`src/rtl/mem_stage_pkg.sv`:
```
// Shared types and default widths for the MEM pipeline stage.
// Optional alignment checking is enabled with MEM_ALIGN_CHECK_EN.
package mem_stage_pkg;

    localparam int DEF_DATA_W = 32;
    localparam int DEF_ADDR_W = 32;
    localparam int DEF_RD_W = 5;
    localparam int WORD_ALIGN_BITS = 2;

    typedef enum logic {
        IDLE = 1'b0,
        WAIT = 1'b1
    } mem_state_t;

endpackage

```
`src/rtl/memory_access_stage_mem_req_fsm.sv`:
```
// Data-memory request sequencer: owns the req/ack handshake and stall.
// MEM_ALIGN_CHECK_EN makes misaligned memops retire as bubbles.
module mem_req_fsm
    import mem_stage_pkg::*;
#(
    parameter int DATA_W = DEF_DATA_W,
    parameter int ADDR_W = DEF_ADDR_W
) (
    input  logic              clk,
    input  logic              rst,
    input  logic              mem_read,
    input  logic              mem_write,
    input  logic [DATA_W-1:0] alu_out,
    input  logic [DATA_W-1:0] store_data,
    input  logic              dmem_ack,
    output logic              dmem_req,
    output logic              dmem_we,
    output logic [ADDR_W-1:0] dmem_addr,
    output logic [DATA_W-1:0] dmem_wdata,
    output logic              stall,
    output logic              idle,
    output logic              done,
    output logic              mem_misalign
);

    localparam logic [ADDR_W-1:0] ALIGN_MASK =
        ~ADDR_W'((1 << WORD_ALIGN_BITS) - 1);

    mem_state_t state;
    logic       memop;
    logic       misaligned;

    assign memop = mem_read | mem_write;

`ifdef MEM_ALIGN_CHECK_EN
    assign misaligned = |alu_out[WORD_ALIGN_BITS-1:0];
`else
    assign misaligned = 1'b0;
`endif

    assign idle  = (state == IDLE);
    assign done  = (state == WAIT) && dmem_ack;
    assign stall = (idle && memop && !misaligned)
                 || ((state == WAIT) && !dmem_ack);

    // A store wins when both read and write are flagged.
    always_ff @(posedge clk) begin
        if (!rst) begin
            state        <= IDLE;
            dmem_req     <= 1'b0;
            dmem_we      <= 1'b0;
            dmem_addr    <= '0;
            dmem_wdata   <= '0;
            mem_misalign <= 1'b0;
        end else begin
            mem_misalign <= 1'b0;
            unique case (state)
                IDLE: begin
                    if (memop) begin
                        if (misaligned) begin
                            mem_misalign <= 1'b1;
                        end else begin
                            state      <= WAIT;
                            dmem_req   <= 1'b1;
                            dmem_we    <= mem_write;
                            dmem_addr  <= alu_out[ADDR_W-1:0] & ALIGN_MASK;
                            dmem_wdata <= store_data;
                        end
                    end
                end
                WAIT: begin
                    if (dmem_ack) begin
                        state    <= IDLE;
                        dmem_req <= 1'b0;
                    end
                end
                default: state <= IDLE;
            endcase
        end
    end

endmodule

```
`src/rtl/memory_access_stage.sv`:
```
// MEM pipeline stage: XM_* register in, MW_* register out, dmem handshake.
// Build with MEM_ALIGN_CHECK_EN to trap misaligned loads/stores.
module memory_access_stage
    import mem_stage_pkg::*;
#(
    parameter int DATA_W = DEF_DATA_W,
    parameter int ADDR_W = DEF_ADDR_W,
    parameter int RD_W   = DEF_RD_W
) (
    input  logic              clk,
    input  logic              rst,
    input  logic [RD_W-1:0]   XM_RD,
    input  logic [DATA_W-1:0] ALUout,
    input  logic              XM_RegWrite,
    input  logic              XM_MemRead,
    input  logic              XM_MemWrite,
    input  logic [DATA_W-1:0] XM_StoreData,
    output logic              dmem_req,
    output logic              dmem_we,
    output logic [ADDR_W-1:0] dmem_addr,
    output logic [DATA_W-1:0] dmem_wdata,
    input  logic              dmem_ack,
    input  logic [DATA_W-1:0] dmem_rdata,
    output logic              stall,
    output logic [RD_W-1:0]   MW_RD,
    output logic [DATA_W-1:0] MW_WBData,
    output logic              MW_RegWrite,
    output logic              mem_misalign
);

    logic memop;
    logic idle;
    logic done;

    assign memop = XM_MemRead | XM_MemWrite;

    mem_req_fsm #(
        .DATA_W(DATA_W),
        .ADDR_W(ADDR_W)
    ) u_fsm (
        .clk         (clk),
        .rst         (rst),
        .mem_read    (XM_MemRead),
        .mem_write   (XM_MemWrite),
        .alu_out     (ALUout),
        .store_data  (XM_StoreData),
        .dmem_ack    (dmem_ack),
        .dmem_req    (dmem_req),
        .dmem_we     (dmem_we),
        .dmem_addr   (dmem_addr),
        .dmem_wdata  (dmem_wdata),
        .stall       (stall),
        .idle        (idle),
        .done        (done),
        .mem_misalign(mem_misalign)
    );

    // Issue, wait, store-retire and misaligned ops all leave a bubble.
    always_ff @(posedge clk) begin
        if (!rst) begin
            MW_RD       <= '0;
            MW_WBData   <= '0;
            MW_RegWrite <= 1'b0;
        end else if (idle && !memop) begin
            MW_RD       <= XM_RD;
            MW_WBData   <= ALUout;
            MW_RegWrite <= XM_RegWrite;
        end else if (done && !dmem_we) begin
            MW_RD       <= XM_RD;
            MW_WBData   <= dmem_rdata;
            MW_RegWrite <= XM_RegWrite;
        end else begin
            MW_RegWrite <= 1'b0;
        end
    end

endmodule

```
`config.mk`:
```
export PLATFORM = sky130hd
export DESIGN_NAME = memory_access_stage
export DESIGN_NICKNAME = d
export VERILOG_FILES = /design/src/rtl/mem_stage_pkg.sv /design/src/rtl/memory_access_stage_mem_req_fsm.sv /design/src/rtl/memory_access_stage.sv
export SDC_FILE = /design/constraint.sdc
export NUM_CORES = 1
export LEC_CHECK = 0
export CORE_MARGIN = 4
export CORE_UTILIZATION = 42
export DETAILED_ROUTE_END_ITERATION = 8
export GPL_ROUTABILITY_DRIVEN = 0
export PLACE_DENSITY = 0.85
export RECOVER_POWER = 25
export SKIP_LAST_GASP = 1
export SLEW_MARGIN = 10
export SYNTH_ARGS = -nofsm -noshare
export SYNTH_HDL_FRONTEND = slang
export SYNTH_SLANG_ARGS = --single-unit
```
`constraint.sdc`:
```
create_clock -name clk -period 2.79 [get_ports clk]
set_input_delay 0.558 -clock clk [delete_from_list [all_inputs] [get_ports clk]]
set_output_delay 0.558 -clock clk [all_outputs]
set_load 0.02 [all_outputs]
```
==> results of run 1 <==
cell usage in the layout (no fill, tap or decap), types with 3 or more instances in the layout:
| cell | n |
|---|---|
| conb_1 | 3 |
| dlygate4sd3_1 | 12 |
| a21oi_1 | 12 |
| buf_4 | 3 |
| nand2_1 | 136 |
| dfxtp_1 | 103 |
| a21oi_2 | 20 |
| buf_12 | 3 |
| clkdlybuf4s50_1 | 196 |
| o221ai_1 | 32 |
| mux2i_1 | 6 |
| a21boi_0 | 62 |
| inv_1 | 32 |
| clkbuf_8 | 11 |
per-stage QoR:
step / setup WS [ps] / cell area (um^2) / utilization [%] / total power (uW)
final: 187 / 6410 / 69.3 / 3570
after floorplan: 777 / 4000 / - / 2090
after CTS: 189 / 6430 / 69.6 / 3620
after global placement: 194 / 6190 / 67.0 / 2540
after detailed placement: 200 / 6190 / 67.0 / 2570
after global routing: 142 / 6410 / 69.3 / 3730
sequential cells by signal, summed over array words and instances (netlist names):
register / cells
u_fsm.dmem_we: 1
u_fsm.dmem_req: 1
MW_RD: 5
u_fsm.state: 1
MW_WBData: 32
u_fsm.dmem_wdata: 32
MW_RegWrite: 1
u_fsm.dmem_addr: 30
cell type report:
cell class	count	area share, %
multi-input combinational	281	25.7
clock inverter	4	1.21
timing repair buffer	218	34.1
inverter	32	1.87
clock buffer	12	2.42
tap	129	2.52
sequential	103	32.2
cells in the mapped netlist, types with 4 or more instances:
library cell and number:
a21boi_0 62, a21oi_1 12, a21oi_2 20, buf_1 5, buf_2 4, clkbuf_1 24
dfxtp_1 103, inv_1 32, mux2i_1 6, nand2_1 136, o221ai_1 32
logic make-up after synthesis:
family,after synthesis,synth area share [%]
buffers and inverters,71,7.64
other,1,0.0939
AOI/OAI and AO/OA,129,25.2
muxes,6,1.50
and+or+nand+nor,143,13.9
DFF,103,51.6
routing by layer:
metal | share of wire [%] | wire (um) | global-route usage, %
met5 | 0 | 0 | 0
met3 | 8.0 | 975 | 6.12
met2 | 51 | 6130 | 38.7
met1 | 40 | 4840 | 23.4
met4 | 1.5 | 183 | 6.01
worst paths after layout:
kind              slack (ps)             to  cells after the start     startpoint
hold reg to reg          450  MW_WBData[12]                      2  MW_WBData[12]
setup / recovery         190          stall                      4    XM_MemWrite
setup reg to reg         620       MW_RD[2]                      4    u_fsm.state
hold / removal           450  MW_WBData[12]                      2  MW_WBData[12]
critical path, cell delays in order:
cell and delay (ps):
clkdlybuf4s50_1 420, or3_1 380, and2_1 150, clkdlybuf4s50_1 530
power breakdown:
group | switching, uW | internal [uW] | leakage (uW)
sequential | 58.4 | 1590 | 0.000850
clock | 494 | 559 | 0.000117
combinational | 436 | 433 | 0.00146
==> impl_metrics.json, run 1 <==
{
  "multi_input_area_um2": 1650,
  "hpwl_um": 8780,
  "cp_max_fo": 2,
  "wire_per_inst_um": 15.6,
  "synthCells": 453,
  "grt_max_degree": 109,
  "postCtsHoldBufs": 0,
  "port_buffers": 209,
  "synth_edf_count": 0,
  "cts.clk_slew.worst_paths_ps": 90,
  "hp-class": "flop to flop",
  "diodes": 0,
  "start_util_pct": 43.2,
  "rows": 35,
  "grt_pass1_vias": 3893,
  "yosys_warnings": 0,
  "numCtsBuffers": 9,
  "synth-async-reset-ratio_pct": 0,
  "cp.arrival_ps": 2050,
  "synth_top_cell_area_share_pct": 51.6,
  "drc": 0,
  "cts-root-buf": "clkbuf_8",
  "dr_total_vias": 3819,
  "cts_htree_levels": 3,
  "numClockSinks": 103,
  "status": "complete, no violations",
  "post_cts_buffers": 0,
  "p_per_area_nw_per_um2": 557,
  "synth_cell_types": 24,
  "syn2layout_area_growth_pct": 60.4,
  "hold_viol": 0,
  "die_y_um": 106,
  "synth_area_um2": 4000,
  "core_area_um2": 9240,
  "stdcell_count": 779,
  "cp.required_ps": 2230,
  "ios": 213,
  "avgViaCountPerCell": 4.90,
  "fmax_mhz": 384,
  "tightest_slew_ps": 793,
  "register_area_um2": 2060,
  "final.period_utilization_pct": 93.3,
  "ys_ff_latch": 103,
  "peakVddDrop_uv": 359,
  "cts_resized": 0,
  "cp-end-kind": "output port",
  "cts_buffer_depth": 2,
  "die_area_um2": 11100,
  "grtUsageTotal_pct": 21.0,
  "yosys-top-cells-area": "dfxtp_1 (52%), nand2_1 (13%), a21boi_0 (12%)",
  "drtAntennaViolNets": 0,
  "synth_seq_area_share_pct": 51.6,
  "dp.cells": 763,
  "synth-main-ff-cell": "dfxtp_1",
  "die_w_um": 106,
  "overflow": 0,
  "rsz0062_at_grt": "false",
  "cap_violations": 0,
  "maxSlewHeadroom_pct": 47.2,
  "grt_pass1_wl_um": 19100,
  "cp-start-kind": "input pin",
  "setup_viol": 0,
  "avgSynthCellArea_um2": 8.82,
  "hold_slack_ps": 448,
  "slew_viol_final": 0,
  "cts_tree": "done",
  "critical_path_class": "input pin to output port",
  "first_iter_violations": 87,
  "leakage_uw": 0.00243,
  "synth_area_leader_cell": "dfxtp_1",
  "fin_crit_ps": 2600,
  "tns_ps": 0,
  "skew_ps": 16.6,
  "final_layout_size_suffix_gt1_share_pct": 7.08,
  "first_pass_iters": 4,
  "clkLatencyLatePin_ps": 350,
  "wl_um": 12100,
  "antenna_found_initial": 0,
  "nFillCells": 754,
  "layout.nets": 752
}
(Power assumes the default switching activity.)
==> run 2: changes to the inputs <==
--- a/config.mk
+++ b/config.mk
@@ -5,7 +5,8 @@
 export SDC_FILE = /design/constraint.sdc
 export NUM_CORES = 1
 export LEC_CHECK = 0
-export CORE_MARGIN = 4
+export CAP_MARGIN = 5
+export CORE_MARGIN = 2
 export CORE_UTILIZATION = 42
 export DETAILED_ROUTE_END_ITERATION = 8
 export GPL_ROUTABILITY_DRIVEN = 0
==> impl_metrics.json, run 2 (synthesis gave the netlist of run 1 again) <==
{
  "fin_crit_ps": 2600,
  "numCtsBuffers": 9,
  "cp_max_fo": 2,
  "final_layout_size_suffix_gt1_share_pct": 7.07,
  "grt_pass1_vias": 3900,
  "core_area_um2": 9240,
  "first_pass_iters": 4,
  "reg2reg_slack_ps": 600,
  "diodes": 0,
  "critPathBufInv": 2,
  "wire_per_inst_um": 14.9,
  "min_from": "MW_WBData[8]",
  "maxSlewHeadroom_pct": 45.5,
  "ios": 213,
  "whs_endpoint": "MW_WBData[8]",
  "cpPeakStageDelay_ps": 530,
  "drc": 0,
  "ff2ff_path_depth": 4,
  "setup_viol": 0,
  "whs_path_depth": 2,
  "start_util_pct": 43.2,
  "clkLatencyLatePin_ps": 350,
  "dr_total_vias": 3820,
  "cp-end-kind": "output port",
  "die_w_um": 102,
  "cts.clk_slew.worst_paths_ps": 100,
  "grtUsageTotal_pct": 22.1,
  "p_per_area_nw_per_um2": 527,
  "cts_resized": 0,
  "critical_path_class": "input pin to output port",
  "multi_input_area_um2": 1650,
  "skew_ps": 14.0,
  "cts-root-buf": "clkbuf_8",
  "hold_viol": 0,
  "cp.arrival_ps": 2050,
  "postCtsHoldBufs": 0,
  "tns_ps": 0,
  "antenna_found_initial": 0,
  "nFillCells": 735,
  "overflow": 0,
  "peakVddDrop_uv": 310,
  "final_cell_mix": "clkdlybuf4s50_1 (185), nand2_1 (136), dfxtp_1 (103), a21boi_0 (62)",
  "critical-path-top-delay-family": "buffers and inverters",
  "syn2layout_area_growth_pct": 59.2,
  "tightest_slew_ps": 817,
  "final.period_utilization_pct": 93.3,
  "cp.required_ps": 2230,
  "grt_max_degree": 50,
  "cp-start-kind": "input pin",
  "register_area_um2": 2060,
  "worstPathCellList": "clkdlybuf4s50_1, or3_1, and2_1, clkdlybuf4s50_1",
  "leakage_uw": 0.00242,
  "critical_path.slowest_cell": "clkdlybuf4s50_1",
  "grt_pass1_wl_um": 18200,
  "cts_buffer_depth": 2,
  "layout.nets": 753,
  "rsz0062_at_grt": "false",
  "largestRegisters": "MW_WBData x32, u_fsm.dmem_wdata x32, u_fsm.dmem_addr x30",
  "die_y_um": 102,
  "slew_viol_final": 0,
  "rows": 35,
  "status": "complete, no violations",
  "dp.cells": 764,
  "numClockSinks": 103,
  "layout_commonest_cell": "clkdlybuf4s50_1",
  "post_cts_buffers": 0,
  "first_iter_violations": 135,
  "cap_violations": 0,
  "drtAntennaViolNets": 0,
  "cts_tree": "done",
  "port_buffers": 209,
  "stdcell_count": 780,
  "r2r-start": "u_fsm.state",
  "wl_um": 11600,
  "fmax_mhz": 384,
  "cpMostUsedCell": "clkdlybuf4s50_1",
  "hp-class": "flop to flop",
  "cts_htree_levels": 3,
  "avgViaCountPerCell": 4.90,
  "r2r-end": "MW_RD[4]",
  "hpwl_um": 8380,
  "die_area_um2": 10300
}
## run 2: worst max path at each step
stage,start,depth (start not counted),slack (ps),to
final,XM_MemWrite,4,190,stall
after global routing,XM_MemWrite,4,120,stall
after CTS,XM_MemWrite,4,190,stall
after detailed placement,XM_MemWrite,4,200,stall
after global placement,XM_MemWrite,4,200,stall
after floorplan,XM_MemWrite,4,780,stall
## run 2: cell type report
class / count / area share [%]
Clock inverter: 4 / 0.492
Inverter: 32 / 1.89
Clock buffer: 12 / 2.28
Tap cell: 129 / 2.54
Sequential cell: 103 / 32.4
Multi-Input combinational cell: 281 / 25.9
Timing Repair Buffer: 219 / 34.5
## run 2: stage by stage
stage | power, uW | hold slack (ps) | utilization (%) | worst slack [ps] | area (um^2)
2_1_floorplan | 2090 | 521 | - | 777 | 4000
3_3_place_gp | 2540 | 431 | 67.0 | 198 | 6190
3_5_place_dp | 2560 | 438 | 67.0 | 199 | 6190
4_1_cts | 3400 | 453 | 68.9 | 187 | 6370
5_1_grt | 3520 | 471 | 68.8 | 119 | 6360
6_report | 3350 | 454 | 68.8 | 186 | 6360
## run 2: layer usage
metal	track usage [%]	part of all wire, %	wire length, um	vias to the layer above
li1	-	-	-	1886
met5	0	0	0	-
met1	25.3	41	4800	1781
met3	7.25	7.1	818	20
met2	38.5	49	5700	133
met4	7.59	2.4	273	0
## run 2: report_power, final
part | leakage [uW] | switching, uW | internal (uW)
clock | 0.0000788 | 491 | 352
combinational | 0.00149 | 432 | 430
sequential | 0.000850 | 60.0 | 1590
## run 2: worst min-delay path: stages (launching register included)
cell     delay, ps
dfxtp_1        320
inv_1           50
a21oi_1         50
